[src/rtl/fwd_hazard_unit.sv]
// fwd_hazard_unit
// Forwarding select generation for the EX-stage source operands, plus the
// load-use / multi-cycle stall and bubble sequencing that the FE/DE/EX
// pipeline registers obey.
//
// Optional feature macro: FWD_ZERO_REG_EN
//   defined   : register 0 is hard-wired to zero; it is never forwarded and
//               never creates a load-use hazard.
//   undefined : register 0 behaves like any other register.
//
// Ports
//   clk          rising-edge clock
//   rst_n        asynchronous reset, active low
//   flush        synchronous pipeline flush; overrides every transition
//   de_valid     DE stage holds a valid instruction
//   de_rsrc      DE source addresses, operand i at [i*REG_W +: REG_W]
//   de_use       per-operand "source actually read" flags
//   ex_rsrc      EX source addresses, operand i at [i*REG_W +: REG_W]
//   ex_en        EX instruction writes a register
//   ex_rdst      EX destination register
//   ex_is_load   EX instruction is a load
//   ex_mc_start  multi-cycle op entering EX this cycle
//   me_en/rdst   ME-stage write enable / destination
//   wb_en/rdst   WB-stage write enable / destination
//   fwd          per-operand select 00 regfile, 01 ME, 10 WB, at [2i +: 2]
//   stall_fe/de  hold FE / DE pipeline registers
//   stall_ex     hold EX pipeline register (multi-cycle only)
//   bubble_ex    insert a NOP into EX on the next edge
//   busy         FSM not in IDLE
//
// state      | meaning
// S_IDLE     | no sequence in progress; hazards detected and first stall cycle driven here
// S_LD_STALL | remaining load-use stall cycles (stall FE/DE, bubble EX)
// S_MC_BUSY  | remaining multi-cycle occupancy (stall FE/DE/EX)

module fwd_hazard_unit #(
    parameter int REG_W    = 3,
    parameter int NSRC     = 2,
    parameter int LOAD_LAT = 1,
    parameter int MC_LAT   = 4
) (
    input  logic                    clk,
    input  logic                    rst_n,
    input  logic                    flush,
    input  logic                    de_valid,
    input  logic [NSRC*REG_W-1:0]   de_rsrc,
    input  logic [NSRC-1:0]         de_use,
    input  logic [NSRC*REG_W-1:0]   ex_rsrc,
    input  logic                    ex_en,
    input  logic [REG_W-1:0]        ex_rdst,
    input  logic                    ex_is_load,
    input  logic                    ex_mc_start,
    input  logic                    me_en,
    input  logic [REG_W-1:0]        me_rdst,
    input  logic                    wb_en,
    input  logic [REG_W-1:0]        wb_rdst,
    output logic [NSRC*2-1:0]       fwd,
    output logic                    stall_fe,
    output logic                    stall_de,
    output logic                    stall_ex,
    output logic                    bubble_ex,
    output logic                    busy
);

`ifdef FWD_ZERO_REG_EN
    localparam logic ZERO_REG = 1'b1;
`else
    localparam logic ZERO_REG = 1'b0;
`endif

    // The detection cycle in IDLE is the first stall cycle of either sequence.
    // Load-use: LOAD_LAT total, so LD_STALL holds LOAD_LAT-1 cycles.
    // Multi-cycle: MC_LAT-1 total, so MC_BUSY holds MC_LAT-2 cycles.
    // The counter exits at zero, hence the loads below.
    localparam logic [3:0] LD_LOAD = (LOAD_LAT > 1) ? 4'(LOAD_LAT - 2) : 4'd0;
    localparam logic [3:0] MC_LOAD = (MC_LAT > 2)   ? 4'(MC_LAT - 3)   : 4'd0;

    typedef enum logic [1:0] {
        S_IDLE     = 2'd0,
        S_LD_STALL = 2'd1,
        S_MC_BUSY  = 2'd2
    } state_t;

    state_t          r_state;
    state_t          w_state_nxt;
    logic [3:0]      r_cnt;
    logic [3:0]      w_cnt_nxt;
    logic [NSRC-1:0] w_hit;
    logic            w_hz;
    logic            w_mc_go;

    genvar g;
    generate
        for (g = 0; g < NSRC; g++) begin : g_src
            logic [REG_W-1:0] w_ex_src;
            logic [REG_W-1:0] w_de_src;
            logic             w_ex_zero;
            logic             w_de_zero;

            assign w_ex_src  = ex_rsrc[g*REG_W +: REG_W];
            assign w_de_src  = de_rsrc[g*REG_W +: REG_W];
            assign w_ex_zero = ZERO_REG && (w_ex_src == '0);
            assign w_de_zero = ZERO_REG && (w_de_src == '0);

            // ME is the younger producer, so it wins over WB.
            assign fwd[2*g +: 2] = w_ex_zero                       ? 2'b00 :
                                   (me_en && (w_ex_src == me_rdst)) ? 2'b01 :
                                   (wb_en && (w_ex_src == wb_rdst)) ? 2'b10 :
                                                                      2'b00;

            assign w_hit[g] = de_use[g] && (w_de_src == ex_rdst) && !w_de_zero;
        end
    endgenerate

    assign w_hz    = de_valid && ex_en && ex_is_load && (|w_hit);
    assign w_mc_go = ex_mc_start && (MC_LAT > 1);

    always_ff @(posedge clk or negedge rst_n) begin
        if (!rst_n) begin
            r_state <= S_IDLE;
            r_cnt   <= 4'd0;
        end else begin
            r_state <= w_state_nxt;
            r_cnt   <= w_cnt_nxt;
        end
    end

    always_comb begin
        w_state_nxt = r_state;
        w_cnt_nxt   = r_cnt;
        if (flush) begin
            w_state_nxt = S_IDLE;
            w_cnt_nxt   = 4'd0;
        end else begin
            case (r_state)
                S_IDLE: begin
                    if (w_mc_go) begin
                        if (MC_LAT > 2) begin
                            w_state_nxt = S_MC_BUSY;
                            w_cnt_nxt   = MC_LOAD;
                        end
                    end else if (w_hz) begin
                        if (LOAD_LAT > 1) begin
                            w_state_nxt = S_LD_STALL;
                            w_cnt_nxt   = LD_LOAD;
                        end
                    end
                end
                S_LD_STALL, S_MC_BUSY: begin
                    if (r_cnt == 4'd0) begin
                        w_state_nxt = S_IDLE;
                    end else begin
                        w_cnt_nxt = r_cnt - 4'd1;
                    end
                end
                default: begin
                    w_state_nxt = S_IDLE;
                    w_cnt_nxt   = 4'd0;
                end
            endcase
        end
    end

    always_comb begin
        stall_fe  = 1'b0;
        stall_de  = 1'b0;
        stall_ex  = 1'b0;
        bubble_ex = 1'b0;
        case (r_state)
            S_IDLE: begin
                if (w_mc_go) begin
                    stall_fe = 1'b1;
                    stall_de = 1'b1;
                    stall_ex = 1'b1;
                end else if (w_hz) begin
                    stall_fe  = 1'b1;
                    stall_de  = 1'b1;
                    bubble_ex = 1'b1;
                end
            end
            S_LD_STALL: begin
                stall_fe  = 1'b1;
                stall_de  = 1'b1;
                bubble_ex = 1'b1;
            end
            S_MC_BUSY: begin
                stall_fe = 1'b1;
                stall_de = 1'b1;
                stall_ex = 1'b1;
            end
            default: ;
        endcase
        // Flushed instructions must not be held.
        if (flush) begin
            stall_fe  = 1'b0;
            stall_de  = 1'b0;
            stall_ex  = 1'b0;
            bubble_ex = 1'b0;
        end
    end

    assign busy = (r_state != S_IDLE);

endmodule

[config.mk]
export PLATFORM = sky130hd
export DESIGN_NAME = fwd_hazard_unit
export DESIGN_NICKNAME = d
export VERILOG_FILES = /design/src/rtl/fwd_hazard_unit.sv
export SDC_FILE = /design/constraint.sdc
export NUM_CORES = 1
export LEC_CHECK = 0
export CAP_MARGIN = 25
export CORE_MARGIN = 10
export CORE_UTILIZATION = 33
export DETAILED_ROUTE_END_ITERATION = 12
export GPL_TIMING_DRIVEN = 0
export MAX_ROUTING_LAYER = met4
export PLACE_DENSITY = 0.76
export SLEW_MARGIN = 10
export SYNTH_ARGS = -nofsm -noshare
export SYNTH_HDL_FRONTEND = slang
export SYNTH_SLANG_ARGS = --single-unit
[constraint.sdc]
create_clock -name clk -period 1.6 [get_ports clk]
set_clock_uncertainty 0.2 [all_clocks]
set_input_delay 0.24 -clock clk [delete_from_list [all_inputs] [get_ports clk]]
set_output_delay 0.24 -clock clk [all_outputs]
set_load 0.02 [all_outputs]
Word level (Yosys, flattened, before mapping)
Cells that the tools add are included.

storage, ports and cells
  flip-flop bits (word level) = 6
  output and inout port bits = 9
  word-level logic and storage cells = 52

operators by class
  $add $sub $neg = 1
  equality and inequality tests = 11
  muxes and demuxes = 22
  reduce and logical (&&, ||, !) cells = 16

operators with widths
  operator                                                count
  equality test 3 bit                                     6
  two-way mux 2 bit                                       7
  two-way mux 4 bit                                       3
  logical AND 1 bit                                       9
  case mux 4 bit (2 select lines)                         1
  two-way mux 1 bit                                       7
  inequality test 3 bit (second input constant)           2
  case mux 1 bit (2 select lines)                         3
  zero test 4 bit                                         1
  case mux 2 bit (2 select lines)                         1
  AND reduction 2 bit                                     2
  OR reduction 2 bit                                      2
  subtractor 4 x 1 -> 4 bit (second input constant)       1
  inequality test 3 x 1 -> 1 bit (second input constant)  1
  equality test 2 x 1 -> 1 bit (second input constant)    1
  equality test 2 bit (second input constant)             1
  zero test 2 bit                                         1
  nonzero test 2 bit                                      1

Longest topological paths before layout
  depth in word-level cells = 8
  mapped depth = 6

Least setup slack after synthesis
OpenSTA, ideal clock, no wires.

  kind = flip-flop to output port
  start point = register r_state[1]
  end point = output port stall_fe
  arrival = 1.422 ns
  required time = 1.160 ns
  slack = -0.262 ns
  cell stages (with the launch flop) = 6
  path through = dfrtp_1 > buf_6 > nor2_4 > nor2_1 > or2_1 > buf_4

on the way
  cells in the longest elaborated chain, start to end = 4
  elaborated cells between the ends (all ways) = 6
  those cells by class = eq/ne (2); mux (2); reduce/logical (2)

RTL lines
  what                                                                        line  RTL
  from (decl)                                                                 84    state_t r_state;
  from (signal assigned)                                                      123   r_state <= w_state_nxt;
  equality test 2 x 1 -> 1 bit / equality test 2 bit (equally long branches)  -
  OR reduction 2 bit (no line)                                                -
  case mux 1 bit (2 select lines) (*)                                         -
  two-way mux 1 bit (*)                                                       -
  to (decl)                                                                   58    output logic stall_fe,

Every way passes the cells marked *; elsewhere a longest branch is shown, timed or not.

Worst setup path in the final report
  start point = register r_state[1]
  end point = output port stall_fe

on the way
  cells in the longest elaborated chain, start to end = 4
  elaborated cells between the ends (all ways) = 6
  those cells by class = eq/ne (2); mux (2); reduce/logical (2)

RTL lines
  what                                                                        line  RTL
  equality test 2 x 1 -> 1 bit / equality test 2 bit (equally long branches)  169   case (r_state)
  OR reduction 2 bit (no line)                                                -
  case mux 1 bit (2 select lines) (*)                                         169
  two-way mux 1 bit (*)                                                       194   if (flush) begin

Marked as above.

==> run metrics <==
fill cell count=143; DR pass1 iterations=4; final setup violation count=4; Min Clock Period, post-route=1.75 ns; power per cell area=556 nW/µm²; reg2reg end=r_cnt[3]$_DFFE_PN0P_; Clock H-tree levels=1; static leakage=0.528 nW; residual DRC count=0; Worst path max stage delay=0.43 ns; Worst Setup Start Kind=flip-flop; CP max FO=3; ratio of cells with drive above 1 in the final layout=0.336; Ant. Diodes=0; Antenna Nets Post-Route=0; Required @ worst endpoint=1.16 ns; final wirelength=1940 µm; crit path cell chain=nor2_4, nor2_4, or2_4, buf_6, buf_6; CTS sink count=5; wire per inst=14.7 µm; final hold vios=0; CTS tree=built; largest net degree at the start of global routing=8; Post-Route Utilization=0.694; Syn Inst Count=64; clock power share=0.249; DR vias/cell=4.98; Yosys Warn Count=0; sequential share of the synthesized area=0.227; Seq pwr share=0.253; CP arrival=1.31 ns; sw frac=0.335; Critical R2R Launch=r_cnt[0]$_DFFE_PN0P_; violated checks=setup timing; CP Buf/Inv Count=2; number of buffers created by CTS=3; Stages on worst setup path=5; CTS Buffer Depth=2; initial DRC count=9; worst-case reg-to-reg path depth=5; GR Overflow Total=0; Comb power frac=0.498; initial antenna violation count=0; Core Region=1540 µm²; WS Path Type=flip-flop to output port; Die Footprint=3700 µm²; FF+latch count, synth=5; Psw=0.000199 W; Die X-Extent=60.8 µm; net count reported at finish=151; All-Layer GR Usage=0.105; unrepaired setup endpoints after global routing=true; worst-margin pin slew=0.250 ns; root buf cell=clkbuf_4; Min Hold Slack=0.0136 ns; Synth cell types=25; Initial Util=0.357; r2r setup slk=0.02 ns; Synth Area per Inst=8.60 µm²; Worst Hold Class=primary input to async pin; Vias=658; syn nets=98; Final HPWL DP=1540 µm; Max Slew Vio Count=0; Synth Cell Area=551 µm²; clock latency on the worst-skew pair=0.25 ns; port bufs=40; Pint=0.000396 W; IO Pins=41; Pwr Total=0.000594 W; hold buffer count at cts=0; crit path setup slack, layout=-0.148 ns; outcome=finished, violations left; max-cap check violation count=0; Slew HR=0.833; Max VDD drop=359 µV; vias in the first global route=638; part of the cycle the worst path needs=1.09; Setup Slack @ Placement=-0.878 ns; setup_tns=-0.372 ns; most frequent cells in the layout=14 x xnor2_1, 14 x dlygate4sd2_1, 11 x buf_4; Clock transition at path regs=0.05 ns; CP max stage cell=dfrtp_2; area of the multi-input gates=448 µm²; first-pass GRT wire length=2840 µm; Placer Congestion=0.741; area delta synth->final=94.3%; Max Clock Freq=572 MHz; CP top delay family=flip-flops; Die Y=60.8 µm; number of core rows=14; Reg area=126 µm²; crit end category=output port
==> power by group through the flow <==
| stage | sequential (W) | combinational (W) | clock (W) |
|---|---|---|---|
| 6_report | 0.000150 | 0.000296 | 0.000148 |
| 5_1_grt | 0.000151 | 0.000321 | 0.000168 |
| 3_5_place_dp | 0.000150 | 0.000286 | 0 |
| 3_3_place_gp | 0.000150 | 0.000283 | 0 |
| 4_1_cts | 0.000147 | 0.000275 | 0.000155 |
| 2_1_floorplan | 0.000151 | 0.000146 | 0 |
==> metrics by stage <==
| stage | area [µm²] | std cells |
|---|---|---|
| 6_report | 1070 | 132 |
| 5_1_grt | 1070 | 132 |
| 3_5_place_dp | 996 | 120 |
| 4_1_cts | 1000 | 127 |
| 2_1_floorplan | 576 | 64 |
| 3_3_place_gp | 996 | 120 |
==> layer usage <==
metal	vias up	routed length (µm)	track usage
met5	-	0	-
met4	0	6	0.0188
met3	2	153	0.0480
met2	32	1010	0.182
met1	300	774	0.108
li1	324	-	-
==> synthesized netlist by cell type <==
cell type | number | area share
o21ai_0 | 1 | 0.0091
dfrtp_1 | 5 | 0.23
or2_1 | 1 | 0.011
nand4_1 | 4 | 0.045
and2b_1 | 1 | 0.014
buf_4 | 1 | 0.014
mux2_1 | 1 | 0.020
inv_1 | 2 | 0.014
xnor2_1 | 14 | 0.22
nand2_1 | 4 | 0.027
nor2_4 | 1 | 0.020
mux2i_1 | 1 | 0.018
buf_6 | 1 | 0.020
nor2_1 | 7 | 0.048
nor3b_4 | 1 | 0.034
a211oi_1 | 1 | 0.014
ha_1 | 2 | 0.045
a22oi_1 | 2 | 0.027
nor3_1 | 3 | 0.027
nand4b_1 | 1 | 0.016
and2_1 | 1 | 0.011
a21oi_1 | 3 | 0.027
xor2_1 | 4 | 0.064
or3_1 | 1 | 0.011
o22ai_1 | 1 | 0.011
==> what timing repair did <==
action,in CTS,in global routing
setup endpoints to repair,11,12
endpoints found under the hold margin,0,0
buffers inserted,3,6
pin swaps,17,18
cloned,0,0
resized for setup,62,28
==> worst register-to-register path: stages, from the launching register on <==
cell	delay [ns]
dfrtp_1	0.39
buf_4	0.15
nor3_2	0.17
mux2_1	0.34
a22oi_1	0.14
nor2_1	0.06
==> layout make-up <==
cell class | count | area share
clock buffer | 3 | 0.0211
inverter | 2 | 0.00702
clock inverter | 1 | 0.00468
multi-input combinational | 55 | 0.419
sequential | 5 | 0.118
tap | 16 | 0.0187
timing repair buffer | 49 | 0.401
buffer | 1 | 0.0105
==> cell families (layout without fill, tap and decap cells) <==
logic type / count (synthesis) / after routing / share of synthesized area
mux: 2 / 2 / 0.0386
buf+inv: 4 / 56 / 0.0477
xor+xnor: 18 / 18 / 0.286
compound gates: 8 / 8 / 0.0886
simple gates: 25 / 25 / 0.266
flops: 5 / 5 / 0.227
fa+ha+maj: 2 / 2 / 0.0454
==> flip-flops by register name (all words and copies together), names as in the netlist <==
| name | flops |
|---|---|
| r_cnt | 4 |
| r_state | 1 |
==> worst max path at each step <==
| stage | start | end |
|---|---|---|
| 5_1_grt | r_state[1]$_DFFE_PN0P_ | stall_fe |
| 3_3_place_gp | flush | stall_fe |
| 4_1_cts | r_state[1]$_DFFE_PN0P_ | stall_fe |
| 2_1_floorplan | r_state[1]$_DFFE_PN0P_ | stall_fe |
| 3_5_place_dp | flush | stall_fe |
| 6_report | r_state[1]$_DFFE_PN0P_ | stall_fe |
Power figures use the tool's default switching activity.
